--- src/rtl/err_stat_multi_if.sv ---
// Bundle of the error-statistics block's strobes, control inputs and readout outputs.
// The master modport drives the inputs; the slave modport is the statistics block itself.
interface err_stat_multi_if #(
    parameter int N_CH  = 16,
    parameter int CNT_W = 16
);
    logic [N_CH-1:0]       send_err;
    logic [N_CH-1:0]       err;
    logic                  clr;
    logic                  snap;
    logic                  rd_en;
    logic [5:0]            rd_addr;
    logic [N_CH*CNT_W-1:0] cnt_flat;
    logic [N_CH-1:0]       armed;
    logic [N_CH-1:0]       sat;
    logic                  any_err;
    logic [CNT_W-1:0]      rd_data;
    logic                  rd_valid;
    logic                  rd_oob;

    modport master (
        output send_err, err, clr, snap, rd_en, rd_addr,
        input  cnt_flat, armed, sat, any_err, rd_data, rd_valid, rd_oob
    );

    modport slave (
        input  send_err, err, clr, snap, rd_en, rd_addr,
        output cnt_flat, armed, sat, any_err, rd_data, rd_valid, rd_oob
    );
endinterface

--- src/rtl/err_stat_multi.sv ---
// Per-channel saturating error counters, each armed by its first send_err rising edge,
// with synchronous clear, a snapshot bank and an addressed snapshot readout.
module err_stat_multi #(
    parameter int N_CH       = 16,
    parameter int CNT_W      = 16,
    parameter int LEVEL_MODE = 0
) (
    input logic             clk,
    input logic             reset,
    err_stat_multi_if.slave bus
);
    // All ones marks a never-armed channel; armed counters stop one below it.
    localparam logic [CNT_W-1:0] MAX_V  = {CNT_W{1'b1}};
    localparam logic [CNT_W-1:0] SAT_V  = {{(CNT_W-1){1'b1}}, 1'b0};
    localparam logic [CNT_W-1:0] SAT_M1 = SAT_V - 1'b1;

    logic [CNT_W-1:0]      cnt_q  [N_CH];
    logic [CNT_W-1:0]      snap_q [N_CH];
    logic [N_CH-1:0]       armed_q;
    logic [N_CH-1:0]       sat_q;
    logic [N_CH-1:0]       pre_q;
    logic [N_CH-1:0]       rise;
    logic [N_CH-1:0]       inc_ok;
    logic [N_CH-1:0]       nz;
    logic [N_CH*CNT_W-1:0] cnt_cat;
    logic [CNT_W-1:0]      rd_mux;
    logic                  rd_in_range;

    always_comb begin
        rise    = bus.send_err & ~pre_q;
        inc_ok  = '0;
        nz      = '0;
        cnt_cat = '0;
        for (int i = 0; i < N_CH; i++) begin
            inc_ok[i] = armed_q[i] && bus.err[i] &&
                        ((LEVEL_MODE != 0) ? bus.send_err[i] : rise[i]) &&
                        (cnt_q[i] < SAT_V);
            nz[i] = armed_q[i] && (cnt_q[i] != '0);
            cnt_cat[i*CNT_W +: CNT_W] = cnt_q[i];
        end
    end

    // Addresses with no matching channel fall through to the never-armed marker.
    always_comb begin
        rd_mux      = MAX_V;
        rd_in_range = ({1'b0, bus.rd_addr} < 7'(N_CH));
        for (int i = 0; i < N_CH; i++) begin
            if (bus.rd_addr == 6'(i)) rd_mux = snap_q[i];
        end
    end

    // Arming only applies to unarmed channels and clear only to armed ones, so an
    // arm and a clear in the same cycle leave the channel armed at zero.
    always_ff @(posedge clk or posedge reset) begin
        if (reset) begin
            for (int i = 0; i < N_CH; i++) begin
                cnt_q[i]  <= MAX_V;
                snap_q[i] <= MAX_V;
            end
            armed_q <= '0;
            sat_q   <= '0;
            pre_q   <= '0;
        end else begin
            pre_q <= bus.send_err;
            for (int i = 0; i < N_CH; i++) begin
                if (bus.snap) snap_q[i] <= cnt_q[i];
                if (!armed_q[i] && rise[i]) begin
                    armed_q[i] <= 1'b1;
                    cnt_q[i]   <= '0;
                    sat_q[i]   <= 1'b0;
                end else if (bus.clr && armed_q[i]) begin
                    cnt_q[i] <= '0;
                    sat_q[i] <= 1'b0;
                end else if (inc_ok[i]) begin
                    cnt_q[i] <= cnt_q[i] + 1'b1;
                    sat_q[i] <= (cnt_q[i] == SAT_M1);
                end
            end
        end
    end

    always_ff @(posedge clk or posedge reset) begin
        if (reset) begin
            bus.cnt_flat <= '1;
            bus.armed    <= '0;
            bus.sat      <= '0;
            bus.any_err  <= 1'b0;
        end else begin
            bus.cnt_flat <= cnt_cat;
            bus.armed    <= armed_q;
            bus.sat      <= sat_q;
            bus.any_err  <= |nz;
        end
    end

    // rd_en/rd_valid: a request is accepted every cycle rd_en is high (there is no
    // ready); rd_valid pulses exactly once, the cycle after, carrying rd_data/rd_oob.
    always_ff @(posedge clk or posedge reset) begin
        if (reset) begin
            bus.rd_data  <= '0;
            bus.rd_valid <= 1'b0;
            bus.rd_oob   <= 1'b0;
        end else begin
            bus.rd_valid <= bus.rd_en;
            if (bus.rd_en) begin
                bus.rd_data <= rd_mux;
                bus.rd_oob  <= ~rd_in_range;
            end
        end
    end
endmodule

--- src/flat_wrapper.sv ---
// flat-port wrapper written by rule: the top's interface ports become plain ports
module err_stat_multi_flat 
#(
    parameter int N_CH       = 16,
    parameter int CNT_W      = 16,
    parameter int LEVEL_MODE = 0
)
  (clk, reset, bus_send_err, bus_err, bus_clr, bus_snap, bus_rd_en, bus_rd_addr, bus_cnt_flat, bus_armed, bus_sat, bus_any_err, bus_rd_data, bus_rd_valid, bus_rd_oob);
  err_stat_multi_if #(.N_CH(N_CH), .CNT_W(CNT_W)) bus_i ();
  input logic clk;
  input logic reset;
  input wire logic [$bits(bus_i.send_err)-1:0] bus_send_err;
  input wire logic [$bits(bus_i.err)-1:0] bus_err;
  input wire logic [$bits(bus_i.clr)-1:0] bus_clr;
  input wire logic [$bits(bus_i.snap)-1:0] bus_snap;
  input wire logic [$bits(bus_i.rd_en)-1:0] bus_rd_en;
  input wire logic [$bits(bus_i.rd_addr)-1:0] bus_rd_addr;
  output wire logic [$bits(bus_i.cnt_flat)-1:0] bus_cnt_flat;
  output wire logic [$bits(bus_i.armed)-1:0] bus_armed;
  output wire logic [$bits(bus_i.sat)-1:0] bus_sat;
  output wire logic [$bits(bus_i.any_err)-1:0] bus_any_err;
  output wire logic [$bits(bus_i.rd_data)-1:0] bus_rd_data;
  output wire logic [$bits(bus_i.rd_valid)-1:0] bus_rd_valid;
  output wire logic [$bits(bus_i.rd_oob)-1:0] bus_rd_oob;
  assign bus_i.send_err = bus_send_err;
  assign bus_i.err = bus_err;
  assign bus_i.clr = bus_clr;
  assign bus_i.snap = bus_snap;
  assign bus_i.rd_en = bus_rd_en;
  assign bus_i.rd_addr = bus_rd_addr;
  assign bus_cnt_flat = bus_i.cnt_flat;
  assign bus_armed = bus_i.armed;
  assign bus_sat = bus_i.sat;
  assign bus_any_err = bus_i.any_err;
  assign bus_rd_data = bus_i.rd_data;
  assign bus_rd_valid = bus_i.rd_valid;
  assign bus_rd_oob = bus_i.rd_oob;
  err_stat_multi #(.N_CH(N_CH), .CNT_W(CNT_W), .LEVEL_MODE(LEVEL_MODE)) u_core (.clk(clk), .reset(reset), .bus(bus_i));
endmodule
--- config.mk ---
export PLATFORM = sky130hd
export DESIGN_NAME = err_stat_multi_flat
export DESIGN_NICKNAME = d
export VERILOG_FILES = /design/src/rtl/err_stat_multi_if.sv /design/src/rtl/err_stat_multi.sv /design/src/flat_wrapper.sv
export SDC_FILE = /design/constraint.sdc
export NUM_CORES = 2
export LEC_CHECK = 0
export ABC_AREA = 1
export ABC_CLOCK_PERIOD_IN_PS = 45600
export CAP_MARGIN = 5
export CORE_MARGIN = 4
export CORE_UTILIZATION = 60
export DETAILED_ROUTE_END_ITERATION = 12
export PLACE_DENSITY = 0.83
export SLEW_MARGIN = 20
export SYNTH_ARGS = -nofsm -noshare
export SYNTH_HDL_FRONTEND = slang
export SYNTH_SLANG_ARGS = --single-unit
--- constraint.sdc ---
create_clock -name clk -period 45.6 [get_ports clk]
set_input_delay 6.84 -clock clk [delete_from_list [all_inputs] [get_ports clk]]
set_output_delay 6.84 -clock clk [all_outputs]
set_load 0.05 [all_outputs]
# ---- Word level (Yosys, flattened, before mapping)
# Index checks and enable logic that the tools add are counted.
dict set report totals {
  elab_cells 397
  in_bits 43
  regBits 867
  out_inout_bits 307
}
dict set report classes {
  addsub 16
  bitwise_logic 3
  magnitude_cmp 17
  eq_ne 31
  n_reduce_logical 146
  mux 112
}
# operator count
set op_table {}
lappend op_table {{$mux W16} 64}
lappend op_table {{$add A16 B1 Y16 const B} 16}
lappend op_table {{$eq A16 B16 Y1 const B} 16}
lappend op_table {{$lt A16 B16 Y1 const B} 16}
lappend op_table {{$reduce_bool A16 Y1} 16}
lappend op_table {{$logic_and A1 B1 Y1} 96}
lappend op_table {{$eq A6 B4 Y1 const B} 8}
lappend op_table {{$mux W1} 48}
lappend op_table {{$reduce_bool A3 Y1} 16}
lappend op_table {{$eq A6 B3 Y1 const B} 4}
lappend op_table {{$and A16 B16 Y16} 1}
lappend op_table {{$logic_not A1 Y1} 16}
lappend op_table {{$not A16 Y16} 1}
lappend op_table {{$reduce_or A16 Y1} 1}
lappend op_table {{$eq A6 B2 Y1 const B} 2}
lappend op_table {{$eq A6 B1 Y1 const B} 1}
lappend op_table {{$logic_not A6 Y1} 1}
lappend op_table {{$lt A6 B5 Y1 const B} 1}
lappend op_table {{$not A1 Y1} 1}

# ---- Depth between registers and ports, before layout
dict set report logic_depth {
  depth_word 17
  depth_mapped 16
  depth_no_buf 16
}

# ---- Least setup slack after synthesis
# OpenSTA, ideal clock, no wires.
dict set report synth_timing {
  kind {in2reg}
  from {input port bus_clr}
  to {register u_core.cnt_q, in the netlist u_core.cnt_cat[220]}
  n_path_buf 1
  required_ps 45519
  path_slack_ps 37450
  stages 8
  t_arrival_ps 8069
  setup_time_ps 81
  cell_sequence {buf_6 o21ai_1 clkinv_1 nor2_2 inv_1 nand3_1 xor2_1 nor2_1}
}
dict set report synth_between {
  elab_chain_cells 3
  elab_cells_between_ends 4
  classes_between {2 x mux; 2 x reduce/logical}
}
# element line
set synth_rtl {}
lappend synth_rtl {{start, declared} flat_wrapper.sv:14} ;# input wire logic [$bits(bus_i.clr)-1:0] bus_clr;
lappend synth_rtl {{$logic_and A1 B1 Y1 *} err_stat_multi.sv:71} ;# end else if (bus.clr && armed_q[i]) begin
lappend synth_rtl {{$mux W16} err_stat_multi.sv:71}
lappend synth_rtl {{$mux W16} err_stat_multi.sv:67} ;# if (!armed_q[i] && rise[i]) begin
lappend synth_rtl {{end signal, assigned by index} err_stat_multi.sv:75} ;# cnt_q[i] <= cnt_q[i] + 1'b1;
lappend synth_rtl {{end, declared} err_stat_multi.sv:17} ;# logic [CNT_W-1:0] cnt_q [N_CH];
# Mark *: on every way between the ends. The rest lies on a longest branch, timed or not.
# A chain may end at the register's enable or synchronous reset.

==> impl_results.md <==
* Status: completed
* Worst-Skew Late Latency at ~630 ps
* Syn. warnings at 0
* Worst Path Arrival at between 10000 and 15000 ps
* Synth Net Count at 3917
* Top FF cell, synth: dfstp_2
* Post-synth EDFFs at 0
* Clock share of power at between 40% and 50%
* Clock transition at path regs at roughly 60 ps
* DIE WIDTH at 255.7 um
* Cts bufs inserted at 84
* Pin count of the biggest net entering global routing at 276
* Core ar. at between 60000 and 70000 um2
* Final Hold Vio Count at 0
* Area grow syn2layout at 19.36%
* Ys async rst share at 100.0%
* Worst Hold Class: reg -> reg
* Synth top cells by count: dfstp_2, nand2_1, inv_1
* Fin Clk Skew at 30.00 ps
* Power Density at ~37 nW/um2
* Clock sink count at 867
* Slowest-stage cell, CP: buf_4
* Initial antenna violation count at 2
* Hold-fix buffers, CTS at 0
* Fin util at 72.55%
* Largest area contributor in the netlist: dfstp_2
* Routed wire length at 98220 um
* Peak supply drop at 31.28 uV
* Post-synth cell types at 59
* Antenna-violating nets left at 0
* Seq cells post-synth at 867
* Fmax at 94.33 MHz
* CP peak stage delay at 840 ps
* Clock H-tree levels at 3
* Comb pwr share at 5.6%
* HP Start: u_core.cnt_cat[255]
* 1st-iter DRT viols at just under 3000
* Max FO, Critical Path at 128
* TritonCTS clock tree: built
* Worst Setup End Kind: async pin
* Gr usage total at 29.72%
* Required @ worst endpoint at 46240 ps
* Worst r2r src: u_core.cnt_cat[197]
* Synth Instances at around 3800
* Synth top area share at 54.80%
* Root Driver: clkbuf_16
* Synth Area per Inst at 9.624 um2
* Num rows at 90
* Vias per cell at 5.707
* P_sw at 367.7 uW
* Fillers at 4300
* Sw Ratio at 22.82%
* Hold slack at around 360 ps
* Nets at between 4000 and 5000
* Vias in the first global route at 27910
* Multi-input gate area at between 10000 and 15000 um2
* Sequential-to-total area share from yosys stat at 61.53%
* WS Path Type: in -> async
* CTS max path bufs at 3
* Wire per inst at approximately 19 um
* Resized Gates After CTS at 0
* Initial Utilization at 60.78%
* Boundary Pins at between 300 and 400
* First-pass GRT wire length at approximately 160000 um
* Worst setup path start: reset
* Slew headroom at 20.96%
* Total chip power at 1612 uW
* RSZ-0062 raised after global routing: no
* Proportion of layout cells with a drive suffix above 1 at roughly a quarter
* Maxcap violations at 0
* Residual DRC count at 0
* Cell mode on critical path: buf_4
* Most frequent cell after synthesis: dfstp_2
* Endpoints failing setup at 0
* Setup bufs post-CTS at 0
* DRT Pass-1 Iters at 9
* Final global-route overflow total at 0
* Worst slew pin tran at 1186 ps
* TNS Setup at 0 ps
* Lkg Pwr at 0.01671 uW
* CP startpoint kind: input port
* Crit-path cells: clkdlybuf4s50_1, inv_8, buf_4, buf_4, buf_4, buf_4
* Register area at 22660 um2
* Setup ws final at approximately 35000 ps
* Internal power at 1244 uW
* Setup WS pre-CTS at 34090 ps
* Vias at 28760
* Die height at 255.7 um
* Die ar. at between 60000 and 70000 um2
* Post-layout min period at 10600 ps
* Max Slew Vio Count at 0
* Post-Syn Area at 36820 um2
* Seq pwr share at 49.8%
* Synth top area cells: dfstp_2, dfrtp_1, nand2_1, inv_1, o21ai_0
* Final cycle utilization of the critical path at 23.25%
* Port buffer count at ~350
* RePlAce Congestion at between 0.9 and 1
* Detail Placement HPWL at ~70000 um
[layer usage]
| layer | up-vias | GRT usage (%) | part of all wire [%] |
|---|---|---|---|
| met5 | - | 0 | 0 |
| met4 | 0 | 12.02 | 4.3 |
| met3 | 233 | 4.739 | 7.5 |
| met2 | 1299 | 48.19 | 48 |
| met1 | 14060 | 40.62 | 40 |
| li1 | 13170 | - | - |
[cell usage in the layout (no fill, tap or decap), types with 13 or more instances in the layout]
cell type	n
clkbuf_8	25
nor2_2	13
clkinv_2	13
nor3_2	16
nor4_1	61
nor2_1	340
clkbuf_1	16
nand3_1	139
nor3b_1	23
xor2_1	24
clkdlybuf4s50_1	348
dfstp_2	768
nor3_1	82
ha_1	48
a21oi_1	267
o21ai_0	356
dfrtp_1	99
clkinv_1	14
clkbuf_16	87
nor4_2	14
inv_2	20
nand2_1	651
inv_1	568
nand4_1	108
[state kept, by name, indices dropped and copies added (netlist names), 16 cells and up]
name	cells
u_core.armed_q	16
u_core.cnt_cat	256
u_core.bus.sat	16
u_core.bus.rd_data	16
u_core.snap_q	256
u_core.bus.cnt_flat	256
u_core.sat_q	16
u_core.pre_q	16
u_core.bus.armed	16
[stage by stage]
| step | cell area, um2 | instances |
|---|---|---|
| 2_1_floorplan | 36820 | 3826 |
| 3_3_place_gp | 41070 | 4887 |
| 3_5_place_dp | 41070 | 4887 |
| 4_1_cts | 43950 | 5037 |
| 5_1_grt | 43950 | 5039 |
| 6_report | 43950 | 5039 |
[worst max-delay path, delay by kind of cell]
family | cells | cell delay, ps
buf+inv | 6 | 4260
[cell families after synthesis]
kind of cell             after synthesis  share of synthesized area [%]
multiplexers                          11                         0.3364
AO/OA/AOI/OAI                        698                          10.14
AND/OR/NAND/NOR                     1491                          18.64
adder cells (fa/ha/maj)               48                          1.631
XOR/XNOR                              24                         0.5709
buffers and inverters                687                          7.149
flip-flops                           867                          61.53
[final timing paths]
kind	slack (ps)	cells after the start	end
worst max-delay path	35000	6	u_core.bus.sat[9]
worst min-delay path	360	0	u_core.bus.cnt_flat[255]
worst max register to register	42860	6	u_core.bus.any_err
worst min register to register	360	0	u_core.bus.cnt_flat[255]
max in group clk	36250	15	u_core.bus.rd_data[4]
min in group asynchronous	6770	2	u_core.bus.armed[3]
[cell type report]
| type | instances | share of cell area [%] |
|---|---|---|
| inverters | 603 | 5.167 |
| clock buffers | 128 | 5.873 |
| clock inverters | 22 | 0.6662 |
| diodes | 2 | 0.01139 |
| repair buffers | 363 | 8.256 |
| well taps | 782 | 2.226 |
| multi-input cells | 2272 | 26.25 |
| flip-flops and latches | 867 | 51.55 |
[power groups by stage]
stage | Clock (uW) | Combinational [uW] | Sequential, uW
after floorplan | 0 | 46.6 | 819
after global placement | 0 | 88.5 | 813
after detailed placement | 0 | 90.1 | 813
after CTS | 727 | 90.9 | 802
after global routing | 760 | 99.5 | 803
final | 719 | 90.4 | 802
(Power assumes the default switching activity.)
